==> src/rtl/alu_pkg.sv <==
// Shared ALUControl code table and FSM encoding for the ALU decoder and
// the iterative ALU, so both sides agree on one set of codes.
package alu_pkg;

   localparam logic [2:0] ALU_ADD = 3'b000;
   localparam logic [2:0] ALU_SUB = 3'b001;
   localparam logic [2:0] ALU_AND = 3'b010;
   localparam logic [2:0] ALU_OR  = 3'b011;
   localparam logic [2:0] ALU_XOR = 3'b100;
   localparam logic [2:0] ALU_SLT = 3'b101;
   localparam logic [2:0] ALU_SLL = 3'b110;
   localparam logic [2:0] ALU_SRL = 3'b111;

   typedef enum logic [1:0] {
      S_IDLE  = 2'd0,
      S_SHIFT = 2'd1,
      S_DONE  = 2'd2
   } state_t;

   function automatic logic is_shift(input logic [2:0] code);
      return (code == ALU_SLL) || (code == ALU_SRL);
   endfunction

endpackage

==> src/rtl/alu_comb_ops.sv <==
// Single-cycle ALU operations: add/sub/and/or/xor/slt. Shift codes yield 0;
// shifts are handled bit-serially by the enclosing block.
module alu_comb_ops
   import alu_pkg::*;
#(
   parameter int WIDTH = 32
) (
   input  logic [WIDTH-1:0] a,
   input  logic [WIDTH-1:0] b,
   input  logic [2:0]       ALUControl,
   output logic [WIDTH-1:0] result
);

   logic [WIDTH-1:0] sum;
   logic [WIDTH-1:0] diff;
   logic             slt;

   assign sum  = a + b;
   assign diff = a - b;
   // Signed less-than: when signs differ the sign of a decides, avoiding overflow.
   assign slt  = (a[WIDTH-1] ^ b[WIDTH-1]) ? a[WIDTH-1] : diff[WIDTH-1];

   always_comb begin
      result = '0;
      case (ALUControl)
         ALU_ADD: result = sum;
         ALU_SUB: result = diff;
         ALU_AND: result = a & b;
         ALU_OR:  result = a | b;
         ALU_XOR: result = a ^ b;
         ALU_SLT: result = {{(WIDTH-1){1'b0}}, slt};
         default: result = '0;
      endcase
   end

endmodule

==> src/rtl/alu_iterative.sv <==
// Multicycle-core ALU: one-cycle logic/arith/compare, bit-serial shifts.
// Handshake: start is accepted on a rising edge where start & ready; done pulses once when result is valid.
module alu_iterative
   import alu_pkg::*;
#(
   parameter int WIDTH = 32,
   parameter int SHW   = 5
) (
   input  logic             clk,
   input  logic             reset,
   input  logic             start,
   input  logic [WIDTH-1:0] a,
   input  logic [WIDTH-1:0] b,
   input  logic [2:0]       ALUControl,
   output logic             ready,
   output logic [WIDTH-1:0] result,
   output logic             zero,
   output logic             done
);

   state_t           state;
   state_t           state_next;
   logic [WIDTH-1:0] shreg;
   logic [WIDTH-1:0] shifted;
   logic [SHW-1:0]   cnt;
   logic [SHW-1:0]   shamt;
   logic             shift_left;
   logic [WIDTH-1:0] comb_result;
   logic             accept;

   alu_comb_ops #(.WIDTH(WIDTH)) u_comb_ops (
      .a          (a),
      .b          (b),
      .ALUControl (ALUControl),
      .result     (comb_result)
   );

   assign shamt   = b[SHW-1:0];
   assign accept  = start && (state == S_IDLE);
   assign shifted = shift_left ? {shreg[WIDTH-2:0], 1'b0} : {1'b0, shreg[WIDTH-1:1]};
   assign zero    = (result == '0);

   always_comb begin
      state_next = state;
      ready      = 1'b0;
      done       = 1'b0;
      case (state)
         S_IDLE: begin
            ready = 1'b1;
            if (start) begin
               if (is_shift(ALUControl) && (shamt != '0)) state_next = S_SHIFT;
               else                                       state_next = S_DONE;
            end
         end
         S_SHIFT: begin
            if (cnt == SHW'(1)) state_next = S_DONE;
         end
         S_DONE: begin
            done       = 1'b1;
            state_next = S_IDLE;
         end
         default: state_next = S_IDLE;
      endcase
   end

   always_ff @(posedge clk or posedge reset) begin
      if (reset) begin
         state      <= S_IDLE;
         result     <= '0;
         shreg      <= '0;
         cnt        <= '0;
         shift_left <= 1'b0;
      end else begin
         state <= state_next;
         if (accept) begin
            if (!is_shift(ALUControl)) begin
               result <= comb_result;
            end else if (shamt == '0) begin
               result <= a;
            end else begin
               shreg      <= a;
               cnt        <= shamt;
               shift_left <= (ALUControl == ALU_SLL);
            end
         end else if (state == S_SHIFT) begin
            shreg <= shifted;
            cnt   <= cnt - SHW'(1);
            // result only changes on the final shift step; it holds the previous value until then
            if (cnt == SHW'(1)) result <= shifted;
         end
      end
   end

endmodule

==> config.mk <==
export PLATFORM = sky130hd
export DESIGN_NAME = alu_iterative
export DESIGN_NICKNAME = d
export VERILOG_FILES = /design/src/rtl/alu_pkg.sv /design/src/rtl/alu_comb_ops.sv /design/src/rtl/alu_iterative.sv
export SDC_FILE = /design/constraint.sdc
export NUM_CORES = 1
export LEC_CHECK = 0
export ABC_AREA = 1
export BUFFER_PORTS_ARGS = -buffer_cell sky130_fd_sc_hd__buf_2
export CAP_MARGIN = 20
export CORE_MARGIN = 4
export CORE_UTILIZATION = 38
export DETAILED_ROUTE_END_ITERATION = 16
export PLACE_DENSITY = 0.53
export SLEW_MARGIN = 30
export SYNTH_ARGS = -nofsm -noshare
export SYNTH_HDL_FRONTEND = slang
export SYNTH_SLANG_ARGS = --single-unit
==> constraint.sdc <==
create_clock -name clk -period 2.35 [get_ports clk]
set_input_delay 0.1175 -clock clk [delete_from_list [all_inputs] [get_ports clk]]
set_output_delay 0.1175 -clock clk [all_outputs]
set_load 0.05 [all_outputs]
==> impl_results.rst <==
.. list-table::
   :header-rows: 1

   * - Metric
     - Value
   * - Maximum count of clock buffers along a single path
     - 2
   * - Cell count after synthesis
     - 1795
   * - Syn Nets
     - 1975
   * - TritonCTS clock tree
     - yes
   * - Worst supply voltage drop on vdd
     - 0.4542 mV
   * - Xor and xnor fraction of the mapped netlist area
     - 0.6790%
   * - Overall die height
     - 172.8 um
   * - Final Net Count
     - 2261
   * - LEAKAGE
     - 7.404 nW
   * - Cell taking the most area after synthesis
     - nand2_1
   * - Layout cells sized above 1
     - 20.96%
   * - Post-synthesis compound-gate area fraction
     - 17.92%
   * - WHS
     - 0.2149 ns
   * - Number of max-cap violations
     - 0
   * - Delay contributed by the slowest stage of the critical path
     - 0.40 ns
   * - Clock root buffer
     - clkbuf_16
   * - Share of cell area taken by muxes after synthesis
     - 0%
   * - # rows
     - 60
   * - Switch share
     - 52.48%
   * - Crit-path most repeated cell
     - nand2_1
   * - Area fraction in and, or, nand and nor cells after synthesis
     - 34.47%
   * - Max-slew violation count
     - 0
   * - Biggest fanout along the worst timing path
     - 3
   * - Crit-path cells
     - buf_2, inv_1, ha_1, fa_1, inv_1, nand2_1, nand3_1, nand2_1, nand3_1, nand2_1, nand2_1, nand2_1, nand3_1, nand3_1, nand2_1, a21oi_1
   * - CTS buffer count
     - 9
   * - Number of nets with antenna violations after routing
     - 0
   * - Area share of fa/ha/maj cells after synthesis
     - 13.56%
   * - Leading post-synthesis cells by cell area
     - nand2_1 (19%), dfrtp_1 (17%), ha_1 (13%), inv_1 (12%), o21ai_0 (7.0%)
   * - Min cycle time layout
     - 2.230 ns
   * - Detailed-route DRC error count
     - 0
   * - Clk pin slew, worst setup/hold paths
     - 0.06 ns
   * - Count of yosys warnings during synthesis
     - 0
   * - Most used standard cell by instance count after synthesis
     - nand2_1
   * - Synthesized area per cell
     - 5.749 sq um
   * - Wire length of the first global-routing pass
     - 65.42 mm
   * - HP Class
     - input pin to flop
   * - Setup slack of the most critical reg-to-reg path
     - 0.48 ns
   * - Commonest cells in the synthesized netlist
     - nand2_1 (527), inv_1 (329), nor2_1 (151)
   * - Critical path data arrival time
     - 2.45 ns
   * - Slew HR
     - 62.70%
   * - Overall power of the completed layout
     - 9.763 mW
   * - Layout-stage area growth over the synthesis result
     - 29.47%
   * - Die outline width
     - 172.8 um
   * - Initial standard-cell utilization of the core
     - 38.50%
   * - Status
     - finished, final reports clean
   * - Int Power
     - 4.640 mW
   * - Top-level port count
     - 105
   * - Drt first pass iters
     - 5
   * - Worst setup path category
     - input pin to flop
   * - Number of antenna violations at the first check in global routing
     - 0
   * - Largest net degree at the start of global routing
     - 95
   * - CTS H-tree depth
     - 3
   * - Final setup violation count
     - 0
   * - Gate power share
     - 62.8%
   * - Core Area
     - 26800 sq um
   * - Switching component of the power
     - 5.123 mW
   * - First-iteration detailed-routing DRC count
     - 1151
   * - Crit end category
     - flop
   * - Library cells used by synthesis
     - 43
   * - Flip-flop cell with the highest count after synthesis
     - dfrtp_1
   * - Grt total ovfl
     - 0
   * - Share of synthesized area occupied by flip-flops and latches
     - 17.46%
   * - Part of the total power dissipated in the clock network
     - 14.4%
   * - IO buf count
     - 104
   * - Floorplan die area
     - 29850 sq um
   * - Critical path launch point type
     - input pin
   * - Sink count of the clock tree
     - 72
   * - Via Count
     - 12.36k
   * - RSZ-0062 raised after global routing
     - yes
   * - Number of filler instances in the final layout
     - 2916
   * - Number of antenna diodes
     - 0
   * - Top delay family on crit path
     - simple AND/OR/NAND/NOR gates
   * - Area used by sequential logic in the layout
     - 1802 sq um
   * - Vias in the first global route
     - 11.61k
   * - Number of flops mapped to enable cells by yosys
     - 0
   * - Global-route usage over all layers
     - 27.56%
   * - Actual transition at the worst max-transition pin
     - 0.5544 ns
   * - Max Clk Rate
     - 448.5 MHz
   * - WL/cell
     - 17.47 um
   * - Number of vias per cell after detailed routing
     - 5.093
   * - Final routed wirelength across all metal layers
     - 42.39 mm
   * - Half-perimeter wire length of the detailed placement result
     - 35.46 mm
   * - Total standard cell area after synthesis
     - 10320 sq um
   * - Clock latency on the worst-skew pair
     - 0.33 ns
   * - Slowest library cell on the worst path
     - fa_1
   * - Combinational family with the most area after synthesis
     - simple AND/OR/NAND/NOR gates
   * - Power density of the placed cells
     - 730.8 nW/um^2
   * - Synth top area share
     - 19.17%
   * - Fraction of registers with async set or reset after synthesis
     - 100.0%
   * - RePlAce Congestion
     - 0.9869
   * - Flip-flop and latch count after synthesis
     - 72
   * - Data required time of the worst path
     - 2.57 ns
   * - Largest clock skew in the final design
     - 0.006314 ns
   * - Ratio of final minimum period to clock period
     - 94.88%
   * - Fin. Hold Viols
     - 0
   * - Area occupied by multi-input gates
     - 7146 sq um
   * - Power share of the sequential group
     - 22.8%
   * - Number of buffers and inverters on the critical path
     - 3
power groups by stage:
| stage | sequential, mW | clock [mW] | combinational (mW) |
|---|---|---|---|
| 2_1_floorplan | 3.11 | 0 | 3.22 |
| 3_3_place_gp | 2.23 | 0 | 6.00 |
| 3_5_place_dp | 2.24 | 0 | 6.03 |
| 4_1_cts | 2.23 | 1.44 | 6.05 |
| 5_1_grt | 2.30 | 1.49 | 6.77 |
| 6_report | 2.22 | 1.41 | 6.13 |
tightest hold or removal path: cells and delay by family:
family          cells  cell delay (ns)
compound gates      2             0.23
buf+inv             1             0.16
path summary, 6_finish.rpt:
check,end,cells past startpoint,startpoint
min,shift_left,3,ALUControl[2]
max reg2reg,result[12],9,cnt[1]
max,result[20],16,a[0]
max in group asynchronous,cnt[1],4,reset
min reg2reg,result[2],2,result[2]
min in group asynchronous,shreg[21],4,reset
metrics by stage:
| stage | cells | setup slack [ns] | area [sq um] | utilization [%] | setup TNS [ns] |
|---|---|---|---|---|---|
| floorplan | 1795 | 0.003004 | 10390 | - | 0 |
| global placement | 2409 | -0.3046 | 12820 | 47.85 | -1.629 |
| detailed placement | 2409 | -0.3368 | 12820 | 47.85 | -1.872 |
| CTS | 2425 | 0.01674 | 13150 | 49.08 | 0 |
| global route | 2426 | -0.007383 | 13360 | 49.85 | -0.01123 |
| finish | 2426 | 0.1203 | 13360 | 49.85 | 0 |
state kept, by name, summed over array words and instances, names as in the netlist:
register and cells:
shift_left 1, state 2, result 32, shreg 32, cnt 5
layer usage:
metal  track usage (%)  vias up  wire (um)
li1                  -     6247          -
met1             40.72     5707      20320
met2             43.69      368      18600
met3             2.820       34       2760
met4             5.886        0        700
met5                 0        -          0
placed cells by master, fill, tap and decap left out, types with 9 or more instances in the layout:
master       n
nand2_1    517
inv_1      323
buf_4      239
o21ai_0    141
nor2_1     138
nand3_1    133
buf_2      104
a21oi_1     98
ha_1        94
dfrtp_1     72
o22ai_1     28
o31ai_1     24
nand2_2     14
nand4_1     14
inv_2       11
nor3_1      11
nor2_2      11
ha_4         9
clkbuf_16    9
area by class of cell:
class,count,area share (%)
Clock inverter,3,0.2997
Tap cell,341,3.194
Multi-Input combinational cell,1315,53.49
Sequential cell,72,13.49
Timing Repair Buffer,349,18.15
Clock buffer,12,1.995
Inverter,334,9.385
logic make-up (layout without fill, tap and decap cells):
| logic type | count (synthesis) | count (layout) |
|---|---|---|
| flops | 72 | 72 |
| fa+ha+maj | 110 | 110 |
| buf+inv | 408 | 698 |
| xor+xnor | 8 | 8 |
| simple gates | 866 | 866 |
| compound gates | 331 | 331 |
timing repair:
item / CTS / global route
gates resized for setup: 1 / 43
hold endpoints to repair: 72 / 0
cloned: 0 / 0
pin swaps: 0 / 8
setup buffers: 0 / 1
endpoints found under the setup margin: 1 / 3
hold buffers: 1 / 0
Power figures use the tool's default switching activity.
